$ cat src/rtl/apb_master_pkg.sv
// Shared types and default constants for the APB requester bridge.
//   state_e : bridge FSM states (IDLE, SETUP, ACCESS, RESP)
//   rsp_t   : captured response (rdata, err, timeout)
//   *_DEF   : default values for the NSLV, SLV_SHIFT and TIMEOUT parameters
package apb_master_pkg;

  localparam int NSLV_DEF      = 4;
  localparam int SLV_SHIFT_DEF = 12;
  localparam int TIMEOUT_DEF   = 16;

  typedef enum logic [1:0] {
    IDLE   = 2'd0,
    SETUP  = 2'd1,
    ACCESS = 2'd2,
    RESP   = 2'd3
  } state_e;

  typedef struct packed {
    logic [31:0] rdata;
    logic        err;
    logic        timeout;
  } rsp_t;

endpackage

$ cat src/rtl/apb_addr_decode.sv
// Combinational slave-select decode for the APB requester bridge.
//   addr_i : 32-bit command address
//   psel_o : one-hot slave select (all zero when out of range)
//   oor_o  : address selects no existing slave
// The slave index is the IDXW-bit field starting at SLV_SHIFT. Any set bit
// above that field, or an index at or beyond NSLV (non power-of-two NSLV),
// makes the address out of range.
module apb_addr_decode
  import apb_master_pkg::*;
#(
  parameter int NSLV      = NSLV_DEF,
  parameter int SLV_SHIFT = SLV_SHIFT_DEF
) (
  input  logic [31:0]     addr_i,
  output logic [NSLV-1:0] psel_o,
  output logic            oor_o
);

  localparam int IDXW   = (NSLV > 1) ? $clog2(NSLV) : 0;
  localparam int HI_LSB = SLV_SHIFT + IDXW;

  logic [31:0] idx;
  logic [31:0] hi;

  always_comb begin
    idx    = (addr_i >> SLV_SHIFT) & ((32'd1 << IDXW) - 32'd1);
    hi     = addr_i >> HI_LSB;
    oor_o  = (hi != 32'd0) || (idx >= 32'(NSLV));
    psel_o = '0;
    for (int i = 0; i < NSLV; i++) begin
      psel_o[i] = !oor_o && (idx == 32'(i));
    end
  end

endmodule

$ cat src/rtl/apb_master_bridge.sv
// Command/response to APB requester bridge.
// Ports:
//   PCLK, PRESET                  : clock, asynchronous active-high reset
//   cmd_valid/cmd_ready           : command handshake, cmd_addr/cmd_write/cmd_wdata
//   rsp_valid/rsp_ready           : response handshake, rsp_rdata/rsp_err/rsp_timeout
//   PADDR/PWDATA/PWRITE/PENABLE/PSEL : APB requester outputs (PSEL one-hot, NSLV wide)
//   PRDATA/PREADY/PSLVERR         : APB completer returns, only looked at in ACCESS
// One transfer at a time: IDLE -> SETUP -> ACCESS (until PREADY or TIMEOUT
// cycles) -> RESP (until rsp_ready) -> IDLE. Out-of-range commands skip the
// bus and go straight to RESP with an error.
module apb_master_bridge
  import apb_master_pkg::*;
#(
  parameter int NSLV      = NSLV_DEF,
  parameter int SLV_SHIFT = SLV_SHIFT_DEF,
  parameter int TIMEOUT   = TIMEOUT_DEF
) (
  input  logic            PCLK,
  input  logic            PRESET,
  input  logic            cmd_valid,
  output logic            cmd_ready,
  input  logic [31:0]     cmd_addr,
  input  logic            cmd_write,
  input  logic [31:0]     cmd_wdata,
  output logic            rsp_valid,
  input  logic            rsp_ready,
  output logic [31:0]     rsp_rdata,
  output logic            rsp_err,
  output logic            rsp_timeout,
  output logic [31:0]     PADDR,
  output logic [31:0]     PWDATA,
  output logic            PWRITE,
  output logic            PENABLE,
  output logic [NSLV-1:0] PSEL,
  input  logic [31:0]     PRDATA,
  input  logic            PREADY,
  input  logic            PSLVERR
);

  // Last ACCESS cycle index; the counter starts at 0 in the first ACCESS cycle.
  localparam logic [7:0] TLAST = 8'(TIMEOUT - 1);

  state_e          state_q, state_d;
  logic            ready_q, ready_d;
  logic [NSLV-1:0] psel_q, psel_d;
  logic            penable_q, penable_d;
  logic            pwrite_q, pwrite_d;
  logic [31:0]     paddr_q, paddr_d;
  logic [31:0]     pwdata_q, pwdata_d;
  rsp_t            rsp_q, rsp_d;
  logic [7:0]      tcnt_q, tcnt_d;

  logic [NSLV-1:0] dec_psel;
  logic            dec_oor;

  apb_addr_decode #(
    .NSLV      (NSLV),
    .SLV_SHIFT (SLV_SHIFT)
  ) u_decode (
    .addr_i (cmd_addr),
    .psel_o (dec_psel),
    .oor_o  (dec_oor)
  );

  always_comb begin
    state_d   = state_q;
    ready_d   = 1'b0;
    psel_d    = psel_q;
    penable_d = penable_q;
    pwrite_d  = pwrite_q;
    paddr_d   = paddr_q;
    pwdata_d  = pwdata_q;
    rsp_d     = rsp_q;
    tcnt_d    = tcnt_q;

    case (state_q)
      IDLE: begin
        // cmd_ready is registered so it stays low until the first edge
        // after reset release.
        ready_d = 1'b1;
        if (cmd_valid && ready_q) begin
          ready_d  = 1'b0;
          paddr_d  = cmd_addr;
          pwrite_d = cmd_write;
          pwdata_d = cmd_write ? cmd_wdata : 32'd0;
          if (dec_oor) begin
            state_d = RESP;
            rsp_d   = '{rdata: 32'd0, err: 1'b1, timeout: 1'b0};
          end else begin
            state_d = SETUP;
            psel_d  = dec_psel;
            tcnt_d  = 8'd0;
          end
        end
      end

      SETUP: begin
        state_d   = ACCESS;
        penable_d = 1'b1;
      end

      ACCESS: begin
        // PREADY is checked first so completion on the terminal count wins.
        if (PREADY) begin
          state_d   = RESP;
          psel_d    = '0;
          penable_d = 1'b0;
          rsp_d     = '{rdata: (pwrite_q ? 32'd0 : PRDATA), err: PSLVERR, timeout: 1'b0};
        end else if (tcnt_q == TLAST) begin
          state_d   = RESP;
          psel_d    = '0;
          penable_d = 1'b0;
          rsp_d     = '{rdata: 32'd0, err: 1'b1, timeout: 1'b1};
        end else begin
          tcnt_d = tcnt_q + 8'd1;
        end
      end

      RESP: begin
        if (rsp_ready) begin
          state_d = IDLE;
          ready_d = 1'b1;
        end
      end

      default: begin
        state_d = IDLE;
      end
    endcase
  end

  always_ff @(posedge PCLK or posedge PRESET) begin
    if (PRESET) begin
      state_q   <= IDLE;
      ready_q   <= 1'b0;
      psel_q    <= '0;
      penable_q <= 1'b0;
      pwrite_q  <= 1'b0;
      paddr_q   <= 32'd0;
      pwdata_q  <= 32'd0;
      rsp_q     <= '0;
      tcnt_q    <= 8'd0;
    end else begin
      state_q   <= state_d;
      ready_q   <= ready_d;
      psel_q    <= psel_d;
      penable_q <= penable_d;
      pwrite_q  <= pwrite_d;
      paddr_q   <= paddr_d;
      pwdata_q  <= pwdata_d;
      rsp_q     <= rsp_d;
      tcnt_q    <= tcnt_d;
    end
  end

  assign cmd_ready   = ready_q;
  assign rsp_valid   = (state_q == RESP);
  assign rsp_rdata   = rsp_q.rdata;
  assign rsp_err     = rsp_q.err;
  assign rsp_timeout = rsp_q.timeout;
  assign PADDR       = paddr_q;
  assign PWDATA      = pwdata_q;
  assign PWRITE      = pwrite_q;
  assign PENABLE     = penable_q;
  assign PSEL        = psel_q;

endmodule

$ cat config.mk
export PLATFORM = sky130hd
export DESIGN_NAME = apb_master_bridge
export DESIGN_NICKNAME = d
export VERILOG_FILES = /design/src/rtl/apb_master_pkg.sv /design/src/rtl/apb_addr_decode.sv /design/src/rtl/apb_master_bridge.sv
export SDC_FILE = /design/constraint.sdc
export NUM_CORES = 1
export LEC_CHECK = 0
export ABC_CLOCK_PERIOD_IN_PS = 5500
export CAP_MARGIN = 10
export CELL_PAD_IN_SITES_DETAIL_PLACEMENT = 0
export CELL_PAD_IN_SITES_GLOBAL_PLACEMENT = 1
export CORE_UTILIZATION = 32
export CTS_BUF_LIST = sky130_fd_sc_hd__clkbuf_4 sky130_fd_sc_hd__clkbuf_8
export DETAILED_ROUTE_END_ITERATION = 6
export HOLD_SLACK_MARGIN = 0.12
export PLACE_DENSITY_LB_ADDON = 0.1
export SKIP_CTS_REPAIR_TIMING = 1
export SYNTH_ARGS = -nofsm -noshare
export SYNTH_HDL_FRONTEND = slang
export SYNTH_SLANG_ARGS = --single-unit
$ cat constraint.sdc
create_clock -name PCLK -period 5.5 [get_ports PCLK]
set_input_delay 1.1 -clock PCLK [delete_from_list [all_inputs] [get_ports PCLK]]
set_output_delay 1.1 -clock PCLK [all_outputs]
set_load 0.05 [all_outputs]
# Word-level counts from Yosys, hierarchy flattened
# Cells that the tools add are included.
[classes]
add_sub_neg = 1
n_lt_le_gt_ge = 1
eq_ne = 14
muxes = 29
n_reduce_logical = 18
[op_table]
columns = ["cell", "n"]
rows = [
  ["$mux 34", 4],
  ["$pmux 34 s2", 1],
  ["$mux 32", 2],
  ["$logic_not 32->1", 1],
  ["$mux 8", 4],
  ["$reduce_bool 32->1", 1],
  ["$mux 4", 4],
  ["$pmux 8 s2", 1],
  ["$mux 2", 5],
  ["$ne 2x2->1 const B", 5],
  ["$add 8x1->8 const B", 1],
  ["$eq 2x2->1 const B", 4],
  ["$eq 8x4->1 const B", 1],
  ["$pmux 2 s4", 1],
  ["$pmux 4 s2", 1],
  ["$reduce_and 4->1", 2],
  ["$logic_and 1x1->1", 5],
  ["$reduce_and 5->1", 1],
  ["$eq 2x1->1 const B", 2],
  ["$mux 1", 4],
  ["$pmux 1 s2", 2],
  ["$reduce_and 2->1", 2],
  ["$reduce_bool 2->1", 2],
  ["$ge 2x3->1 const B", 1],
  ["other kinds (6)", 6],
]
[word_totals]
ff_bits = 115
inputBits = 103
out_inout_bits = 106
elab_cells = 74

# Depth between registers and ports, before layout
# Gate-level depths: netlist of run 1.
[logic_depth]
word_depth = 7
ltp_mapped = 10
ltp_nobuf = 7

# Modules after synthesis
# Synthesis of run 1 repeated with hierarchy kept, for this count alone.
[unflattened]
hier_cells = 466
hier_area_um2 = 4725.8
[modules_own_cells]
columns = ["module", "n_inst", "cells_each", "area_each_um2", "seq_area_each_um2"]
rows = [
  ["apb_master_bridge", 1, 452, 4624.4, 2877.8],
  ["apb_addr_decode", 1, 14, 101.3, 0.0],
]

# Worst setup path before layout of run 1
# Ideal clock, no wire load.
[synth_timing]
path_type = "input to register"
start = "in cmd_addr[14]"
end = "reg psel_q[0] (netlist: PSEL[0])"
setup_time_ns = 0.077
t_arrival_ns = 2.471
required_ns = 5.423
setup_slack_ns = 2.953
cell_stages = 5
path_buffers = 0
path_cell_list = "nor4_1 nand3_1 o31a_1 or4_1 o21ai_1"
[synth_via]
elab_chain_len = 7
elab_cells_between_ends = 9
classes_between = "1 x eq/ne; 3 x mux; 5 x reduce/logical"
[synth_lines]
columns = ["element", "line_no", "text"]
rows = [
  ["from (decl)", "apb_master_bridge.sv:22", "input logic [31:0] cmd_addr,"],
  ["$reduce_bool 32->1 (*)", "apb_addr_decode.sv:28", "oor_o = (hi != 32'd0) || (idx >= 32'(NSLV));"],
  ["$logic_or 1x1->1 (*)", "apb_addr_decode.sv:28", ""],
  ["$logic_not 1->1", "apb_addr_decode.sv:31", "psel_o[i] = !oor_o && (idx == 32'(i));"],
  ["$logic_and 1x1->1", "apb_addr_decode.sv:31", ""],
  ["$mux 4", "apb_master_bridge.sv:86", "if (dec_oor) begin"],
  ["$mux 4", "apb_master_bridge.sv:81", "if (cmd_valid && ready_q) begin"],
  ["$pmux 4 s2", "apb_master_bridge.sv:76", "case (state_q)"],
  ["to (signal assigned)", "apb_master_bridge.sv:146", "psel_q <= psel_d;"],
  ["to (decl)", "apb_master_bridge.sv:45", "logic [NSLV-1:0] psel_q, psel_d;"],
]
# Every way passes the cells marked *; elsewhere a longest branch is shown, timed or not. The select of a mux whose other input is x is not followed.
# A chain may end at the register's enable or synchronous reset.

# Worst setup path after layout of run 1
[layout_timing]
start = "in cmd_addr[23]"
end = "reg rsp_q (netlist bit rsp_rdata[8])"
[layout_via]
elab_chain_len = 4
[layout_lines]
columns = ["element", "line_no", "text"]
rows = [
  ["$reduce_bool 32->1", "apb_addr_decode.sv:28", ""],
  ["$logic_or 1x1->1", "apb_addr_decode.sv:28", ""],
  ["$ne 2x2->1 (no line)", "-", ""],
  ["$reduce_and 4->1 (no line)", "-", ""],
  ["to (signal assigned)", "apb_master_bridge.sv:151", "rsp_q <= rsp_d;"],
  ["to (decl)", "apb_master_bridge.sv:50", "rsp_t rsp_q, rsp_d;"],
]
# No other way between the ends.

==> results_dict.tcl, run 1 <==
set metrics [dict create \
    status "complete, no violations" \
    drc 0 \
    gp_congestion 0.766 \
    clk_latency_ns 0.43 \
    slew_violations 0 \
    cellLeakagePower_nw 3.13 \
    crit_type "primary input to register" \
    clockRootBuffer "clkbuf_8" \
    clock_skew_ns 0.00745 \
    rsz0062_at_grt "false" \
    post-route-period-util_pct 58.9 \
    sw_frac_of_total_pct 48.2 \
    clk_pin_slew_ns 0.06 \
    cp.arrival_ns 3.54 \
    seqPwrFrac_pct 29.7 \
    cts_buffers 17 \
    cts.htree.levels 4 \
    detail-route-antenna-nets 0 \
    synthFlopType "dfrtp_1" \
    synth_cell_types 33 \
    die_h_um 124 \
    crit_path_end_kind "register" \
    syn_to_final_growth_pct 56.0 \
    overflow 0 \
    layout_min_cycle_time_ns 3.24 \
    fin_nets 781 \
    ir_worst_vdd_v 0.000395 \
    drive_gt1_share_pct 10.9 \
    ys_seq_area_share_pct 60.9 \
    io-pin-count 209 \
    timing.fmax_ghz 0.308 \
    ys_seq_elements 115 \
    die_w_um 124 \
    combinationalPowerShare_pct 55.4 \
    syn_inst 464 \
    die_area_um2 15300 \
    cts_buffer_depth 2 \
    netlist_area_um2 4730 \
    cts_tree "built" \
    via_per_inst 4.62 \
    synth_simple_gate_area_share_pct 15.0 \
    clockPowerShare_pct 14.9 \
    core_area_um2 14500 \
    rows 44 \
    hold_class "register to register" \
    synthXorXnorAreaFrac_pct 0 \
    power_switching_w 0.00223 \
    synthAdderAreaFrac_pct 1.32 \
    drt_iter0_drc 255 \
    hold_viol_final 0 \
    synth_compound_area_share_pct 12.0 \
    cp_max_fo 29 \
    maxCapViolations 0 \
    postSynthAreaPerCell_um2 10.2 \
    synth_warnings 0 \
    first_global_vias 4025 \
    place_inst 837 \
    critPathLaunchType "primary input" \
    grt_pass1_wl_um 20500 \
    synth_top_family_by_area "simple AND/OR/NAND/NOR gates" \
    vias 4019 \
    muxShareOfSynthArea_pct 8.04 \
    finalSetupViolCount 0 \
    critPathRequiredTime_ns 5.80 \
    initial_core_util_pct 32.7 \
    fillers 1337 \
    async_flop_share_pct 100 \
    gr-usage-all-layers_pct 18.0 \
    synth_edf_count 0 \
    wl_per_cell_um 15.2 \
    power_density_nw_per_um2 628 \
    relSlewSlack_pct 34.4 \
    dp_hpwl_um 9370 \
    wl_um 13200 \
    clkSinkCount 115 \
    dr.pass1.iters 4 \
    worst_pin_slew_ns 0.979 \
    port-buffer-count 208 \
    grt_max_degree 87 \
    fin_setup_tns_ns 0 \
    antennaDiodeCount 0 \
    synth_nets 572 \
    p_int_w 0.00240 \
    instances_no_fill 869 \
    antenna_found_initial 0 \
]
-- power groups by stage --
stage,clock network (W),registers (W),logic [W]
6_report,0.000692,0.00138,0.00257
5_1_grt,0.000755,0.00142,0.00273
4_1_cts,0.000719,0.00138,0.00259
3_5_place_dp,0,0.00139,0.00258
3_3_place_gp,0,0.00137,0.00257
2_1_floorplan,0,0.00251,0.000535
-- critical path, cell delays in order --
cell             delay (ns)
clkdlybuf4s50_1        0.43
nor4_1                 0.52
nand3_1                0.15
o211ai_1               0.80
buf_4                  0.40
o21ai_0                0.14
-- final cells by class --
cell class	instances	area, um^2	area share, %
clock inverters	6	30.0	0.407
flip-flops and latches	115	2880	39.0
clock buffers	25	313	4.24
inverters	9	36.3	0.492
well taps	184	230	3.12
multi-input cells	315	1730	23.5
repair buffers	215	2150	29.2
-- path summary, 6_finish.rpt --
path | end | cells past startpoint | slack, ns | startpoint
max | rsp_rdata[8] | 6 | 2.26 | cmd_addr[23]
min | rsp_rdata[10] | 2 | 0.48 | rsp_rdata[10]
max reg2reg | rsp_rdata[8] | 8 | 2.80 | state_q[0]
min reg2reg | rsp_rdata[10] | 2 | 0.48 | rsp_rdata[10]
max in group asynchronous | rsp_rdata[27] | 4 | 3.48 | PRESET
min in group asynchronous | PWDATA[12] | 2 | 0.96 | PRESET
-- metrics by stage --
stage | setup slack, ns | power [W] | cell area [um^2] | utilization (%) | hold WS [ns]
2_1_floorplan | 1.36 | 0.00304 | 4730 | - | 0.456
3_3_place_gp | 1.85 | 0.00394 | 7010 | 48.4 | 0.459
3_5_place_dp | 1.75 | 0.00397 | 7010 | 48.4 | 0.469
4_1_cts | 2.22 | 0.00469 | 7350 | 50.8 | 0.484
5_1_grt | 1.97 | 0.00490 | 7380 | 50.9 | 0.497
6_report | 2.26 | 0.00464 | 7380 | 50.9 | 0.477
-- metal layers --
layer / vias to the layer above / share of wire [%] / GRT usage [%]
met2: 165 / 45 / 26.5
met1: 1861 / 42 / 22.3
met3: 13 / 11 / 9.23
li1: 1980 / - / -
met4: 0 / 1.1 / 7.00
met5: - / 0 / 0
-- cell usage after synthesis (2+ instances only) --
cell	count	area share, %
a21oi_1	3	0.32
buf_2	3	0.32
clkbuf_1	22	1.7
dfrtp_1	115	61
ha_1	5	1.3
inv_1	9	0.71
mux2_2	32	7.6
mux2i_1	2	0.42
nand2_1	141	11
nand2b_1	2	0.26
nand3_1	6	0.64
nor2_1	7	0.56
nor3_1	3	0.32
nor4_1	4	0.53
o211ai_1	2	0.32
o21a_1	3	0.48
o21ai_0	82	8.7
o21ai_1	4	0.42
o41ai_1	2	0.37
or3_1	2	0.26
or4_1	3	0.48
-- cells in the final DEF (no fill, tap or decap), types with 5 or more instances in the layout --
cell / count
ha_1: 5
mux2_2: 32
clkinv_2: 6
buf_4: 6
clkbuf_4: 5
nor2_1: 6
dfrtp_1: 115
clkdlybuf4s50_1: 208
nand2_1: 141
nand3_1: 5
o21ai_0: 82
clkbuf_8: 20
inv_1: 8
-- flip-flops by register name (all words and copies together) (netlist names) --
name,count
tcnt_q,8
PENABLE,1
PSEL,4
PWDATA,32
cmd_ready,1
rsp_err,1
rsp_rdata,32
state_q,2
PADDR,32
rsp_timeout,1
PWRITE,1
-- cell families after synthesis --
logic type	Yosys count
flip-flops	115
adder cells (fa/ha/maj)	5
AO/OA/AOI/OAI	103
buffers and inverters	34
multiplexers	34
AND/OR/NAND/NOR	173
Note: power is estimated with default switching activity, not from simulation.
==> run 2, diff against run 1 <==
Settings changed: ABC_CLOCK_PERIOD_IN_PS 5500 to 2800, CORE_UTILIZATION 32 to 29.
Clock period 5.5 ns to 2.8 ns, I/O delays scaled along.
==> results_dict.tcl, run 2 (synthesized netlist as in run 1, its figures left out) <==
set metrics [dict create \
    status "complete, no violations" \
    finalSetupViolCount 0 \
    antenna_found_initial 0 \
    first_global_vias 4208 \
    critPathLaunchType "register" \
    drc 0 \
    clockPowerShare_pct 16.2 \
    crit_path_end_kind "output port" \
    cts_buffer_depth 2 \
    cpPeakStageDelay_ns 0.83 \
    worst_pin_slew_ns 0.746 \
    p_int_w 0.00486 \
    hold_class "register to register" \
    dp_hpwl_um 9350 \
    fin_nets 783 \
    die_area_um2 16800 \
    power_switching_w 0.00442 \
    io-pin-count 209 \
    via_per_inst 4.42 \
    wl_um 13100 \
    startpoint "state_q[1]" \
    timing.rr.end "tcnt_q[6]" \
    critPathRequiredTime_ns 2.24 \
    post-route-period-util_pct 87.3 \
    antennaDiodeCount 0 \
    drt_iter0_drc 155 \
    combinationalPowerShare_pct 54.8 \
    fin_setup_tns_ns 0 \
    p_total_w 0.00927 \
    hold_viol_final 0 \
    cts_buffers 17 \
    whs_ns 0.479 \
    critPathSlowestCell "clkdlybuf4s50_1" \
    reg2reg_slack_ns 0.61 \
    rows 46 \
    slew_violations 0 \
    cts_tree "built" \
    maxCapViolations 0 \
    cp.buffers_inverters 1 \
    rsz0062_at_grt "false" \
    wl_per_cell_um 14.5 \
    crit_type "register to output port" \
    relSlewSlack_pct 50.2 \
    ir_worst_vdd_v 0.000643 \
    gr-usage-all-layers_pct 16.7 \
    layout_commonest_cell "clkdlybuf4s50_1" \
    layout_min_cycle_time_ns 2.44 \
    worstReg2RegStart "state_q[0]" \
    cp_cell_sequence "ha_1 -> clkdlybuf4s50_1" \
    sw_frac_of_total_pct 47.6 \
    die_w_um 130 \
    seqPwrFrac_pct 29.0 \
    timing.fmax_ghz 0.409 \
    cp.depth 2 \
    port-buffer-count 208 \
    vias 3992 \
    initial_core_util_pct 29.8 \
    clkSinkCount 115 \
    die_h_um 130 \
    cp_top_family "buffers and inverters" \
    drive_gt1_share_pct 11.3 \
    clockRootBuffer "clkbuf_8" \
    clk_pin_slew_ns 0.07 \
    dr.pass1.iters 4 \
    grt_max_degree 100 \
    power_density_nw_per_um2 1240 \
    grt_pass1_wl_um 21400 \
    clock_skew_ns 0.00915 \
    final_cell_mix "208 x clkdlybuf4s50_1, 141 x nand2_1, 115 x dfrtp_1" \
    cellLeakagePower_nw 3.16 \
    gp_congestion 0.778 \
    endpoint "rsp_valid" \
    cp_max_fo 4 \
    cts.htree.levels 4 \
    detail-route-antenna-nets 0 \
    r2r_cells 7 \
    clk_latency_ns 0.43 \
    cp.arrival_ns 1.88 \
    syn_to_final_growth_pct 58.8 \
    overflow 0 \
    core_area_um2 15900 \
]
==> run 2: cell types whose count changed in the layout (fill, tap and decap cells not counted), moves of 2 or more <==
cell and change:
clkinvlp_4 +4, buf_12 +4, clkbuf_4 -4, clkbuf_8 +2
==> run 2: metrics by stage <==
| step | std cells | area, um^2 | utilization (%) | setup slack (ns) |
|---|---|---|---|---|
| 3_5_place_dp | 872 | 7120 | 44.8 | 0.0200 |
| 2_1_floorplan | 464 | 4730 | - | 0.793 |
| 5_1_grt | 904 | 7510 | 47.3 | 0.262 |
| 3_3_place_gp | 872 | 7120 | 44.8 | 0.0988 |
| 4_1_cts | 904 | 7510 | 47.3 | 0.311 |
| 6_report | 904 | 7510 | 47.3 | 0.356 |
==> run 2: per-layer routing <==
metal  vias to the layer above  track usage [%]  routed length [um]  share of wire (%)
li1                       1990                -                   -                  -
met1                      1848             19.2                5490                 42
met2                       141             26.3                5980                 46
met3                        13             8.86                1470                 11
met4                         0             6.16                 147                1.1
met5                         -                0                   0                  0
==> run 2: worst min path at each step <==
| stage | from | to | slack, ns | cells after the start |
|---|---|---|---|---|
| floorplan | tcnt_q[7] | tcnt_q[7] | 0.46 | 1 |
| global placement | PWDATA[30] | PWDATA[30] | 0.46 | 2 |
| detailed placement | PWDATA[8] | PWDATA[8] | 0.47 | 2 |
| CTS | PWDATA[8] | PWDATA[8] | 0.48 | 2 |
| global route | rsp_err | rsp_err | 0.50 | 2 |
| finish | PWDATA[22] | PWDATA[22] | 0.48 | 2 |
==> run 2: final cells by class <==
class	instances	area, um^2
clock buffer	23	310
fill	1538	8380
inverter	9	37.5
timing repair buffer	217	2200
multi-input combinational	315	1730
tap	216	270
sequential	115	2880
clock inverter	9	77.6
==> run 2: power groups by stage <==
| stage | Sequential, W | Combinational (W) | Clock (W) |
|---|---|---|---|
| after floorplan | 0.00492 | 0.00105 | 0 |
| after global placement | 0.00269 | 0.00512 | 0 |
| after detailed placement | 0.00272 | 0.00513 | 0 |
| after CTS | 0.00270 | 0.00514 | 0.00156 |
| after global routing | 0.00279 | 0.00539 | 0.00163 |
| final | 0.00269 | 0.00509 | 0.00150 |
==> run 2: worst min-delay path, stage by stage, from the launching register on <==
cell and delay [ns]:
dfrtp_1 0.34, nand2_1 0.04, o21ai_0 0.06
